$ cat src/rtl/genius_pkg.sv
// Shared definitions for the Genius round datapath: state encoding, default width, limit clamp.
`default_nettype none

package genius_pkg;

  localparam int ROUND_W = 4;

  localparam logic [1:0] ST_IDLE = 2'b00;
  localparam logic [1:0] ST_RUN  = 2'b01;
  localparam logic [1:0] ST_WAIT = 2'b10;
  localparam logic [1:0] ST_WIN  = 2'b11;

  typedef enum logic [1:0] {
    S_IDLE = ST_IDLE,
    S_RUN  = ST_RUN,
    S_WAIT = ST_WAIT,
    S_WIN  = ST_WIN
  } state_e;

  function automatic int clamp_int(input int v, input int lo, input int hi);
    if (v < lo) return lo;
    if (v > hi) return hi;
    return v;
  endfunction

endpackage

`default_nettype wire

$ cat src/rtl/step_counter.sv
// N-bit step counter with enable, synchronous clear and a registered terminal strobe on wrap.
`default_nettype none

module step_counter
  import genius_pkg::*;
#(
  parameter int N = ROUND_W
) (
  input  logic         clk_i,
  input  logic         r_n_i,
  input  logic         clr_i,
  input  logic         en_i,
  input  logic [N-1:0] target_i,
  output logic [N-1:0] cnt_o,
  output logic         last_o,
  output logic         tc_o
);

  logic [N-1:0] cnt_q, cnt_d;
  logic         tc_q, tc_d;

  assign last_o = (cnt_q == target_i);

  always_comb begin
    cnt_d = cnt_q;
    tc_d  = 1'b0;
    if (clr_i) begin
      cnt_d = '0;
    end else if (en_i) begin
      if (last_o) begin
        cnt_d = '0;
        tc_d  = 1'b1;
      end else begin
        cnt_d = cnt_q + N'(1);
      end
    end
  end

  always_ff @(posedge clk_i or negedge r_n_i) begin
    if (!r_n_i) begin
      cnt_q <= '0;
      tc_q  <= 1'b0;
    end else begin
      cnt_q <= cnt_d;
      tc_q  <= tc_d;
    end
  end

  assign cnt_o = cnt_q;
  assign tc_o  = tc_q;

endmodule

`default_nettype wire

$ cat src/rtl/round_sequencer.sv
// Round sequencer: game FSM, round register, latched game limit and win flag around a step counter.
`default_nettype none

module round_sequencer
  import genius_pkg::*;
#(
  parameter int N           = ROUND_W,
  parameter int MAX_ROUND   = 15,
  parameter int START_ROUND = 0
) (
  input  logic         clk_i,
  input  logic         r_n_i,
  input  logic         clr_i,
  input  logic         start_i,
  input  logic         e_i,
  input  logic         adv_i,
  input  logic         rpt_i,
  input  logic [N-1:0] lim_i,
  output logic [N-1:0] step_o,
  output logic [N-1:0] round_o,
  output logic         tc_o,
  output logic         busy_o,
  output logic         win_o,
  output logic [1:0]   state_o
);

  if (MAX_ROUND > (1 << N) - 1) begin : g_chk_max_round
    $fatal(1, "round_sequencer: MAX_ROUND does not fit in N bits");
  end
  if (START_ROUND > MAX_ROUND) begin : g_chk_start_round
    $fatal(1, "round_sequencer: START_ROUND exceeds MAX_ROUND");
  end

  localparam logic [N-1:0] START_V = N'(START_ROUND);

  state_e       state_q, state_d;
  logic [N-1:0] round_q, round_d;
  logic [N-1:0] lim_q, lim_d;
  logic         win_q, win_d;
  logic         busy_q, busy_d;

  logic [N-1:0] lim_clamped;
  logic         step_last;
  logic         step_en;

  assign lim_clamped = N'(clamp_int(int'(lim_i), START_ROUND, MAX_ROUND));
  assign step_en     = (state_q == S_RUN) && e_i;

  // Clear and start both restart the step count; the counter gives clear priority over enable.
  step_counter #(.N(N)) u_step (
    .clk_i    (clk_i),
    .r_n_i    (r_n_i),
    .clr_i    (clr_i || start_i),
    .en_i     (step_en),
    .target_i (round_q),
    .cnt_o    (step_o),
    .last_o   (step_last),
    .tc_o     (tc_o)
  );

  always_comb begin
    state_d = state_q;
    round_d = round_q;
    lim_d   = lim_q;
    win_d   = win_q;
    if (clr_i) begin
      state_d = S_IDLE;
      round_d = START_V;
      lim_d   = START_V;
      win_d   = 1'b0;
    end else if (start_i) begin
      state_d = S_RUN;
      round_d = START_V;
      lim_d   = lim_clamped;
      win_d   = 1'b0;
    end else begin
      case (state_q)
        S_RUN: begin
          if (e_i && step_last) state_d = S_WAIT;
        end
        S_WAIT: begin
          if (adv_i) begin
            if (round_q < lim_q) begin
              round_d = round_q + N'(1);
              state_d = S_RUN;
            end else begin
              win_d   = 1'b1;
              state_d = S_WIN;
            end
          end else if (rpt_i) begin
            state_d = S_RUN;
          end
        end
        default: ;
      endcase
    end
    busy_d = (state_d == S_RUN);
  end

  always_ff @(posedge clk_i or negedge r_n_i) begin
    if (!r_n_i) begin
      state_q <= S_IDLE;
      round_q <= START_V;
      lim_q   <= START_V;
      win_q   <= 1'b0;
      busy_q  <= 1'b0;
    end else begin
      state_q <= state_d;
      round_q <= round_d;
      lim_q   <= lim_d;
      win_q   <= win_d;
      busy_q  <= busy_d;
    end
  end

  assign round_o = round_q;
  assign win_o   = win_q;
  assign busy_o  = busy_q;
  assign state_o = state_q;

endmodule

`default_nettype wire

$ cat config.mk
export PLATFORM = sky130hd
export DESIGN_NAME = round_sequencer
export DESIGN_NICKNAME = d
export VERILOG_FILES = /design/src/rtl/genius_pkg.sv /design/src/rtl/step_counter.sv /design/src/rtl/round_sequencer.sv
export SDC_FILE = /design/constraint.sdc
export NUM_CORES = 1
export LEC_CHECK = 0
export ABC_AREA = 1
export BUFFER_PORTS_ARGS = -buffer_cell sky130_fd_sc_hd__buf_2
export CORE_ASPECT_RATIO = 0.75
export CORE_UTILIZATION = 51
export CTS_BUF_LIST = sky130_fd_sc_hd__clkbuf_4 sky130_fd_sc_hd__clkbuf_8 sky130_fd_sc_hd__clkbuf_16
export CTS_CLUSTER_DIAMETER = 40
export CTS_CLUSTER_SIZE = 30
export DETAILED_ROUTE_END_ITERATION = 7
export GPL_ROUTABILITY_DRIVEN = 0
export PLACE_DENSITY_LB_ADDON = 0.05
export SYNTH_ARGS = -nofsm -noshare
export SYNTH_HDL_FRONTEND = slang
export SYNTH_SLANG_ARGS = --single-unit
export TNS_END_PERCENT = 30
$ cat constraint.sdc
create_clock -name clk_i -period 1.9 [get_ports clk_i]
set_input_delay 0.38 -clock clk_i [delete_from_list [all_inputs] [get_ports clk_i]]
set_output_delay 0.38 -clock clk_i [all_outputs]
set_load 0.1 [all_outputs]
### Word level (Yosys, flattened, before mapping)

Index checks and enable logic that the tools add are counted.

* input port bits: 11
* register bits after elaboration: 17
* output and inout port bits: 13

* magnitude comparators: 1
* reductions and logical operators: 10
* add/subtract/negate cells: 2
* muxes and demuxes: 25
* equal/unequal tests: 5

Operators with widths (count)
* $mux 4: 10
* $mux 2: 6
* $reduce_bool 3->1: 3
* $add 4x1->4 const B: 2
* $mux 1: 8
* $reduce_and 3->1: 2
* $eq 2x1->1 const B: 2
* $eq 4x4->1: 1
* $lt 4x4->1: 1
* $pmux 2 s2: 1
* $reduce_bool 2->1: 2
* $ne 3x3->1 const B: 1
* $eq 2x2->1 const B: 1
* $logic_and 1x1->1: 2
* $logic_or 1x1->1: 1

### Depth between registers and ports, before layout

Gate-level depths: netlist of run 1.

* word-level depth: 7
* gate-level depth with buffers: 11
* mapped depth without buffers: 11

### By module

A second synthesis of run 1 with hierarchy kept.

* cell total of the unflattened synthesis: 143
* area total of the unflattened synthesis: 1083.5 sq um

By module, submodules not included
* round_sequencer: area each 745.7 sq um, instances 1, cells each 96
* step_counter: area each 337.8 sq um, instances 1, cells each 47

### Worst setup path before layout of run 1

OpenSTA, ideal clock, no wires.

* path kind: register -> register
* start: register round_q[3], in the netlist round_o[3]
* end: register round_q[3], in the netlist round_o[3]
* arrival time: 1.985 ns
* stages on the path, launching flop included: 7
* period minus slack after synthesis: 2.107 ns
* setup slack: -0.207 ns
* path buffers: 0
* setup time: 0.122 ns
* cells stage by stage: dfrtp_1 -> ha_1 -> a21oi_1 -> nand3_2 -> nor2_2 -> xor2_1 -> nor2_1

* longest elaborated chain between the ends: 6
* elaborated cells on any way between the ends: 9
* classes of those cells: add/sub: 1; order compare: 1; mux: 5; reduce/logical: 2

Ends and longest elaborated chain
* from (decl): line round_sequencer.sv:37 `logic [N-1:0] round_q, round_d;`
* from (signal assigned): line round_sequencer.sv:109 `round_q <= round_d;`
* $add 4x1->4: line round_sequencer.sv:84 `round_d = round_q + N'(1);`
* $mux 4: line round_sequencer.sv:83 `if (round_q < lim_q) begin`
* $mux 4: line round_sequencer.sv:82 `if (adv_i) begin`
* $mux 4: line round_sequencer.sv:77 `case (state_q)`
* $mux 4: line round_sequencer.sv:71 `end else if (start_i) begin`
* $mux 4: line round_sequencer.sv:66 `if (clr_i) begin`

Several ways; a longest one is shown, not always the timed one. The select of a mux whose other input is x is not followed.
A chain may end at the register's enable or synchronous reset.

### Final worst setup path of run 1

* start: register u_step.cnt_q[0], in the netlist u_step.cnt_o[0]
* end: output port step_o[0]

RTL lines
* from (decl): line step_counter.sv:19 `logic [N-1:0] cnt_q, cnt_d;`
* from (signal assigned): line step_counter.sv:44 `cnt_q <= cnt_d;`
* to (decl): line round_sequencer.sv:19 `output logic [N-1:0] step_o,`

No word-level cell between the ends.

==> flow_metrics.py, run 1 <==
metrics = {
    "run_status": {
        "status": "completed",
    },
    "die": {
        "dieHeight_um": 39.91,
        "start_util_pct": 55.12,
        "ioPinCount": 24,
        "rows": 13,
        "die_w_um": 52.55,
        "die_area_mm2": 0.002097,
        "core_region_area_mm2": 0.001773,
    },
    "cts": {
        "post-cts-setup-buffers": 0,
        "numCtsBuffers": 3,
        "clkLatencyLatePin_ns": 0.30,
        "clockBufferDepth": 2,
        "tritoncts": "built",
        "htreeDepth": 1,
        "post_cts_resized": 0,
        "hold_buffers": 1,
        "path_clk_slew_ns": 0.10,
        "root_buffer": "clkbuf_4",
        "clock-sinks": 17,
    },
    "synth": {
        "synth_cell_types": 19,
        "syn-cell-area_um2": 977.2,
        "async_flop_share_pct": 100.0,
        "yosysWarnings": 0,
        "postSynthRegisterBits": 17,
        "synth_ff_type": "dfrtp_1",
        "yosysSeqAreaShare_pct": 43.53,
        "synth-edff-count": 0,
        "synth.avg_cell_area_um2": 7.945,
        "syn_nets": 141,
        "synth_cells": 123,
    },
    "finish": {
        "syn_to_final_growth_pct": 19.21,
        "nFillCells": 163,
        "fin_cells": 173,
        "design_area_mm2": 0.001165,
        "nNetsFinal": 170,
        "drive_above_1_share_pct": 28.48,
        "antennaDiodeCount": 0,
    },
    "worst_hold_path": {
        "hold_depth": 3,
        "holdPathEnd": "lim_q[2]",
        "min_from": "lim_i[2]",
        "hold_path_class": "primary input to register",
    },
    "critical_path": {
        "crit_type": "register to output pin",
        "start_kind": "register",
        "r2r-start": "round_o[3]",
        "critPathMaxFanout": 7,
        "cp-end-kind": "output pin",
        "rrSetupSlack_ns": 0.33,
        "arrival_ns": 1.28,
        "cp.buffers_inverters": 1,
        "r2r_cells": 6,
        "critPathTopFamily": "flip-flops",
        "cpPeakStageDelay_ns": 0.50,
        "cp-startpoint": "u_step.cnt_o[0]",
        "crit_slowest_cell": "dfrtp_1",
        "reg2reg_to": "round_o[3]",
        "worstPathCellList": "buf_2",
        "crit_required_ns": 1.52,
    },
    "sta": {
        "skew_ns": 0.005052,
        "period_share_pct": 87.40,
        "slew_headroom_pct": 67.06,
        "hold_violations": 0,
        "slew_violations": 0,
        "fin_setup_tns_ns": 0,
        "min_period_ns": 1.661,
        "worstMarginPinSlew_ns": 0.4975,
        "timing.fmax_mhz": 602.2,
        "setup_viol": 0,
        "whs_ns": 0.3151,
        "rsz0062_at_grt": "no",
    },
    "power": {
        "p_per_area_mw_per_mm2": 629.8,
        "finalPower_w": 0.0007336,
        "p_leak_nw": 0.6181,
        "ir_worst_vdd_v": 0.0005790,
    },
    "global_routing": {
        "grt_pass1_vias": 704,
        "grt_max_degree": 18,
        "antenna_found_initial": 0,
        "grt_pass1_wl_mm": 3.270,
        "grt-ovfl-total": 0,
        "track_usage_pct": 23.06,
    },
    "route": {
        "drtPass1Iterations": 4,
        "initialDrtViolationCount": 15,
        "routed_wl_mm": 2.154,
        "drc_errors": 0,
        "route.vias.total": 884,
        "via_per_inst": 5.110,
        "post_drt_wl_per_cell_um": 12.45,
        "drtAntennaViolNets": 0,
    },
    "placed_design": {
        "dp_cells": 168,
        "placed_area_mm2": 0.001125,
        "io_buffers": 23,
        "hpwl_mm": 1.642,
    },
    "job": {
        "cap_violations": 0,
    },
}
==> cells in the final DEF (no fill, tap or decap), types with 7 or more instances in the layout <==
cell	synthesis	layout
nand2_1	33	33
buf_2	0	23
inv_1	18	18
dfrtp_1	17	13
o21ai_0	8	8
nand3_1	8	8
a21oi_1	7	7
ha_1	7	7
==> kinds of logic after synthesis <==
| kind of cell | Yosys count | share of synthesized area [%] |
|---|---|---|
| and+or+nand+nor | 55 | 25.35 |
| AOI/OAI and AO/OA | 21 | 12.29 |
| buffers and inverters | 21 | 8.066 |
| DFF | 17 | 43.53 |
| adders and majority gates | 7 | 8.962 |
| xor gates and xnor gates | 2 | 1.793 |
==> state kept, by name, indices dropped and copies added, names as in the netlist <==
signal,cells
lim_q,4
win_o,1
busy_o,1
u_step.cnt_o,4
round_o,4
state_o,2
u_step.tc_o,1
==> through the flow <==
stage / utilization (%) / worst slack (ns)
6_report: 65.70 / 0.2394
5_1_grt: 65.70 / 0.1430
4_1_cts: 65.70 / 0.2427
3_5_place_dp: 63.44 / 0.3354
3_3_place_gp: 63.44 / 0.3691
2_1_floorplan: - / -0.04120
==> worst max-delay path by stage <==
stage,end,slack [ns],cells past startpoint
finish,step_o[0],0.24,1
global route,round_o[2],0.14,5
CTS,step_o[0],0.24,1
detailed placement,round_o[3],0.34,6
global placement,round_o[3],0.37,6
floorplan,busy_o,-0.04,9
==> synthesized netlist by cell type (2+ instances only) <==
library cell / number / area, µm²
nand4_1: 2 / 12.51
inv_1: 18 / 67.56
a21oi_2: 2 / 17.52
ha_1: 7 / 87.58
o22ai_1: 2 / 12.51
xor2_1: 2 / 17.52
nand3_2: 2 / 20.02
dfrtp_1: 17 / 425.4
inv_2: 3 / 11.26
nand2_1: 33 / 123.9
o21ai_0: 8 / 40.04
a21oi_1: 7 / 35.03
nand3_1: 8 / 40.04
nor2_1: 4 / 15.01
nor2_2: 4 / 25.02
==> worst reg2reg max path: cells and delay by family (launching register included) <==
kind | cells | cell delay, ns
compound gates | 1 | 0.26
simple gates | 3 | 0.34
fa+ha+maj | 1 | 0.31
xor+xnor | 1 | 0.14
flops | 1 | 0.43
==> cell type report <==
class | instances | area (µm²) | area share (%)
timing repair buffer | 24 | 125.1 | 10.74
multi-input combinational | 85 | 473.0 | 40.60
tap | 22 | 27.53 | 2.363
clock buffer | 4 | 30.03 | 2.578
inverter | 21 | 78.83 | 6.767
sequential | 17 | 430.4 | 36.95
==> where the power goes <==
part / total [W] / leakage, nW / internal, W / switching, W
Sequential: 0.000378 / 0.225 / 0.000372 / 0.00000606
Combinational: 0.000141 / 0.375 / 0.0000353 / 0.000105
Clock: 0.000215 / 0.0184 / 0.0000961 / 0.000119
==> routing by layer <==
layer	wire (µm)	global-route usage, %
met1	1046	31.69
met2	987	36.39
met3	111	6.977
met4	8	3.947
met5	0	0
Note: power is estimated with default switching activity, not from simulation.
==> run 2, diff against run 1 <==
--- a/config.mk
+++ b/config.mk
@@ -7,8 +7,7 @@
 export LEC_CHECK = 0
 export ABC_AREA = 1
 export BUFFER_PORTS_ARGS = -buffer_cell sky130_fd_sc_hd__buf_2
-export CORE_ASPECT_RATIO = 0.75
-export CORE_UTILIZATION = 51
+export CORE_UTILIZATION = 46
 export CTS_BUF_LIST = sky130_fd_sc_hd__clkbuf_4 sky130_fd_sc_hd__clkbuf_8 sky130_fd_sc_hd__clkbuf_16
 export CTS_CLUSTER_DIAMETER = 40
 export CTS_CLUSTER_SIZE = 30
==> constraint.sdc (replaced) <==
create_clock -name clk_i -period 1.5 [get_ports clk_i]
set_input_delay 0.3 -clock clk_i [delete_from_list [all_inputs] [get_ports clk_i]]
set_output_delay 0.3 -clock clk_i [all_outputs]
set_load 0.1 [all_outputs]
==> run 2 against run 1 <==
Cell count grew 5.2%. Sequential share of layout area shrank 3.2 points. Register-to-register slack lost 0.31 ns. Setup slack lost 0.22 ns. Count of clock-buffer cells in the layout is the same. Global-route usage shrank 1.4 points. Utilization grew 2.5 points. Sequential power grew 28%. Critical endpoint is now round_o[3].
==> flow_metrics.py, run 2 (synthesis gave the netlist of run 1 again) <==
metrics = {
    "critical_path": {
        "crit_required_ns": 1.20,
        "crit_slowest_cell": "dfrtp_4",
        "crit_type": "register to output pin",
        "arrival_ns": 1.18,
        "reg2reg_to": "round_o[3]",
        "cp.buffers_inverters": 1,
        "rrSetupSlack_ns": 0.02,
        "cpPeakStageDelay_ns": 0.46,
        "critPathTopFamily": "flip-flops",
        "cp-end-kind": "output pin",
        "r2r_cells": 6,
        "r2r-start": "round_o[3]",
        "critPathMaxFanout": 4,
        "worstPathCellList": "buf_2",
        "start_kind": "register",
    },
    "cts": {
        "clkLatencyLatePin_ns": 0.29,
        "tritoncts": "built",
        "clock-sinks": 17,
        "path_clk_slew_ns": 0.10,
        "clockBufferDepth": 2,
        "numCtsBuffers": 3,
        "htreeDepth": 1,
        "root_buffer": "clkbuf_4",
    },
    "global_routing": {
        "track_usage_pct": 21.66,
        "grt-ovfl-total": 0,
        "antenna_found_initial": 0,
        "grt_pass1_wl_mm": 3.374,
        "grt_max_degree": 18,
        "grt_pass1_vias": 792,
    },
    "finish": {
        "drive_above_1_share_pct": 44.52,
        "fin_util_pct": 68.18,
        "layout_commonest_cell": "nand2_1",
        "design_area_mm2": 0.001351,
        "fin_cells": 182,
        "syn_to_final_growth_pct": 38.28,
        "nNetsFinal": 174,
        "layout_common_cells": "nand2_1, buf_2, inv_1",
        "antennaDiodeCount": 0,
    },
    "power": {
        "intPower_w": 0.0006582,
        "combPwrFrac_pct": 21.9,
        "ir_worst_vdd_v": 0.0005597,
        "p_per_area_mw_per_mm2": 712.5,
        "p_sw_share_pct": 31.64,
        "switching_power_w": 0.0003046,
        "power_frac_seq_pct": 50.2,
        "clock_power_share_pct": 27.9,
        "finalPower_w": 0.0009627,
        "p_leak_nw": 0.6302,
    },
    "worst_hold_path": {
        "hold_path_class": "primary input to register",
        "min_from": "lim_i[2]",
        "holdPathEnd": "lim_q[2]",
        "hold_depth": 3,
    },
    "sta": {
        "slew_violations": 0,
        "rsz0062_at_grt": "yes",
        "skew_ns": 0.003628,
        "slew_headroom_pct": 67.82,
        "fin_setup_tns_ns": 0,
        "period_share_pct": 98.93,
        "setup_viol": 0,
        "min_period_ns": 1.484,
        "timing.fmax_mhz": 673.9,
        "worstMarginPinSlew_ns": 0.4860,
        "hold_violations": 0,
    },
    "die": {
        "dieHeight_um": 48.09,
        "die_w_um": 48.09,
        "core_region_area_mm2": 0.001982,
        "ioPinCount": 24,
        "start_util_pct": 49.31,
        "rows": 16,
        "die_area_mm2": 0.002313,
    },
    "route": {
        "drtAntennaViolNets": 0,
        "post_drt_wl_per_cell_um": 12.03,
        "drtPass1Iterations": 4,
        "drc_errors": 0,
        "initialDrtViolationCount": 18,
        "route.vias.total": 911,
        "via_per_inst": 5.005,
        "routed_wl_mm": 2.189,
    },
    "job": {
        "cap_violations": 0,
    },
    "placed_design": {
        "placed_area_mm2": 0.001245,
        "hpwl_mm": 1.607,
        "io_buffers": 23,
        "dp_cells": 175,
    },
    "run_status": {
        "status": "completed",
    },
}
[run 2: changes by cell type in the layout (fill, tap and decap cells not counted), moves of 3 or more]
cell and change:
dfrtp_4 +7, buf_2 -6, dfrtp_1 -6, buf_4 +5, inv_1 -5, inv_2 +5, clkbuf_4 +4, ha_1 -4
ha_4 +4, nand2_1 -4, nand2_2 +3
[run 2: repair_timing]
item                                   CTS  global route
gates resized for setup                  1            18
setup endpoints to repair                1            14
cloned                                   0             0
hold buffers                             1             0
pin swaps                                0            11
endpoints found under the hold margin   17             0
setup buffers                            0             2
[run 2: worst max path at each step]
stage / start / endpoint / slack, ns / cells after the start
global route: round_o[3] / round_o[3] / -0.04 / 6
finish: round_o[3] / round_o[3] / 0.02 / 1
global placement: round_o[3] / busy_o / 0.06 / 8
floorplan: round_o[3] / round_o[3] / -0.07 / 8
CTS: round_o[1] / round_o[3] / 0.004 / 8
detailed placement: round_o[1] / round_o[3] / 0.02 / 8
[run 2: worst reg2reg max path: stages (launching register included)]
cell	delay, ns
dfrtp_4	0.52
ha_4	0.24
a21oi_4	0.19
nand3_4	0.12
nor2_4	0.12
xor2_1	0.13
nor2_1	0.05
[run 2: metal layers]
layer	up-vias	global-route usage (%)	routed length, µm
li1	459	-	-
met3	2	4.444	94
met4	0	10.00	16
met5	-	0	0
met1	425	27.25	997
met2	25	35.68	1081
[run 2: power by group through the flow]
stage / Sequential [W] / Clock (W) / Combinational (W)
final: 0.000483 / 0.000269 / 0.000210
after global placement: 0.000491 / 0 / 0.000184
after floorplan: 0.000545 / 0 / 0.0000778
after CTS: 0.000482 / 0.000279 / 0.000190
after detailed placement: 0.000492 / 0 / 0.000187
after global routing: 0.000484 / 0.000304 / 0.000228
[run 2: metrics by stage]
step	hold WS [ns]	setup WS, ns
after floorplan	0.004409	-0.06923
after global placement	0.2425	0.05812
after detailed placement	0.2482	0.02087
after CTS	0.2292	0.004444
after global routing	0.2300	-0.04177
final	0.2319	0.01603
[run 2: layout make-up]
type,count,area [µm²]
fill,166,630.6
multi-input combinational,85,570.5
sequential,17,455.4
timing repair buffer,28,182.7
inverter,21,78.83
tap,27,33.78
clock buffer,4,30.03
==> run 3, diff against run 2 <==
==> constraint.sdc (replaced) <==
create_clock -name clk_i -period 1.5 [get_ports clk_i]
set_input_delay 0.15 -clock clk_i [delete_from_list [all_inputs] [get_ports clk_i]]
set_output_delay 0.15 -clock clk_i [all_outputs]
set_load 0.1 [all_outputs]
==> run 3 against run 2 <==
First-iteration DRC count is 17% lower. Critical path depth grew 6. Count of clock-buffer cells in the layout stayed put. Critical path type is now register to register. Critical endpoint is now busy_o.
==> flow_metrics.py, run 3 (synthesis gave the netlist of run 1 again) <==
metrics = {
    "run_status": {
        "status": "completed",
    },
    "route": {
        "drtAntennaViolNets": 0,
        "drc_errors": 0,
        "post_drt_wl_per_cell_um": 12.08,
        "route.vias.total": 890,
        "routed_wl_mm": 2.174,
        "drtPass1Iterations": 4,
        "initialDrtViolationCount": 15,
        "via_per_inst": 4.944,
    },
    "global_routing": {
        "grt_pass1_wl_mm": 3.291,
        "antenna_found_initial": 0,
        "grt_pass1_vias": 769,
        "grt-ovfl-total": 0,
        "track_usage_pct": 20.99,
        "grt_max_degree": 18,
    },
    "cts": {
        "htreeDepth": 1,
        "tritoncts": "built",
        "clock-sinks": 17,
        "clockBufferDepth": 2,
        "clkLatencyLatePin_ns": 0.29,
        "numCtsBuffers": 3,
        "root_buffer": "clkbuf_4",
        "path_clk_slew_ns": 0.10,
    },
    "finish": {
        "fin_util_pct": 64.96,
        "drive_above_1_share_pct": 39.87,
        "syn_to_final_growth_pct": 31.75,
        "layout_common_cells": "nand2_1, buf_2, inv_1, o21ai_0, nand3_1",
        "multi_input_area_um2": 549.3,
        "nNetsFinal": 172,
        "layout_commonest_cell": "nand2_1",
        "design_area_mm2": 0.001287,
        "nFillCells": 182,
        "antennaDiodeCount": 0,
        "seq_area_um2": 455.4,
    },
    "critical_path": {
        "crit_slowest_cell": "dfrtp_4",
        "critPathCapture": "busy_o",
        "crit_required_ns": 1.68,
        "cp.buffers_inverters": 1,
        "rrSetupSlack_ns": 0.03,
        "cp-startpoint": "state_o[0]",
        "reg2reg_to": "busy_o",
        "worst-path-stages": 7,
        "cpPeakStageDelay_ns": 0.50,
        "worstPathCellList": "inv_2 > ha_1 > nand2_1 > o31ai_2 > a21oi_2 > a21oi_2 > nor2_1",
        "critPathTopFamily": "flip-flops",
        "start_kind": "register",
        "crit_type": "register to register",
        "critPathMaxFanout": 4,
        "cp-end-kind": "register",
        "r2r_cells": 7,
        "arrival_ns": 1.65,
        "cpMostUsedCell": "a21oi_2",
        "r2r-start": "state_o[0]",
    },
    "die": {
        "start_util_pct": 49.31,
        "rows": 16,
        "ioPinCount": 24,
        "dieHeight_um": 48.09,
        "die_area_mm2": 0.002313,
        "die_w_um": 48.09,
        "core_region_area_mm2": 0.001982,
    },
    "sta": {
        "timing.fmax_mhz": 678.9,
        "slew_headroom_pct": 67.47,
        "skew_ns": 0.005946,
        "rsz0062_at_grt": "yes",
        "hold_violations": 0,
        "slew_violations": 0,
        "worstMarginPinSlew_ns": 0.4913,
        "period_share_pct": 98.20,
        "setup_viol": 0,
        "fin_ws_ns": 0.02703,
        "min_period_ns": 1.473,
    },
    "job": {
        "cap_violations": 0,
    },
    "placed_design": {
        "placed_area_mm2": 0.001222,
        "place_ws_ns": 0.03043,
        "io_buffers": 23,
        "hpwl_mm": 1.564,
    },
    "power": {
        "p_leak_nw": 0.6222,
        "finalPower_w": 0.0009379,
        "ir_worst_vdd_v": 0.0004996,
        "p_per_area_mw_per_mm2": 728.5,
    },
    "worst_hold_path": {
        "hold_path_class": "primary input to register",
    },
}
[run 3: changes by cell type in the layout (fill, tap and decap cells not counted), sizes merged]
| cell | previous run | this run |
|---|---|---|
| buf | 23 | 25 |
| clkbuf | 8 | 4 |
[run 3: worst reg2reg max path, stage by stage, from the launching register on]
cell,delay (ns)
dfrtp_4,0.50
inv_2,0.07
ha_1,0.19
nand2_1,0.09
o31ai_2,0.24
a21oi_2,0.06
a21oi_2,0.16
nor2_1,0.06
[run 3: timing repair]
item | in CTS | in global routing
hold buffers | 1 | 0
hold endpoints to repair | 17 | 0
resized for setup | 1 | 4
pin swaps | 0 | 2
setup buffers | 0 | 1
setup endpoints to repair | 1 | 5
[run 3: worst min path at each step]
stage,from,endpoint,depth (start not counted)
6_report,lim_i[0],lim_q[0],3
5_1_grt,lim_i[0],lim_q[0],3
4_1_cts,lim_i[0],lim_q[0],3
3_5_place_dp,r_n_i,round_o[0],1
3_3_place_gp,r_n_i,round_o[0],1
2_1_floorplan,r_n_i,busy_o,0
[run 3: routing by layer]
layer | vias up | global-route usage, % | part of all wire, %
li1 | 456 | - | -
met2 | 26 | 37.84 | 51
met5 | - | 0 | 0
met1 | 402 | 25.46 | 43
met3 | 6 | 3.333 | 3.8
met4 | 0 | 6.667 | 2.4
[run 3: where the power goes]
group | leakage [nW] | internal, W | switching (W)
Clock | 0.0184 | 0.000121 | 0.000140
Sequential | 0.214 | 0.000473 | 0.00000745
Combinational | 0.390 | 0.0000532 | 0.000142
Total | 0.622 | 0.000648 | 0.000290
[run 3: through the flow]
stage / cells / hold slack, ns / setup TNS [ns]
2_1_floorplan: 123 / -0.1456 / -0.1003
3_3_place_gp: 174 / 0.09126 / 0
3_5_place_dp: 174 / 0.09528 / 0
4_1_cts: 179 / 0.08079 / 0
5_1_grt: 180 / 0.08973 / -0.1487
6_report: 180 / 0.08412 / 0
[run 3: cell type report]
cell class,instances,area share (%)
clock buffer,4,2.332
inverter,21,6.122
multi-input combinational,85,42.66
sequential,17,35.37
tap,27,2.624
timing repair buffer,26,10.88
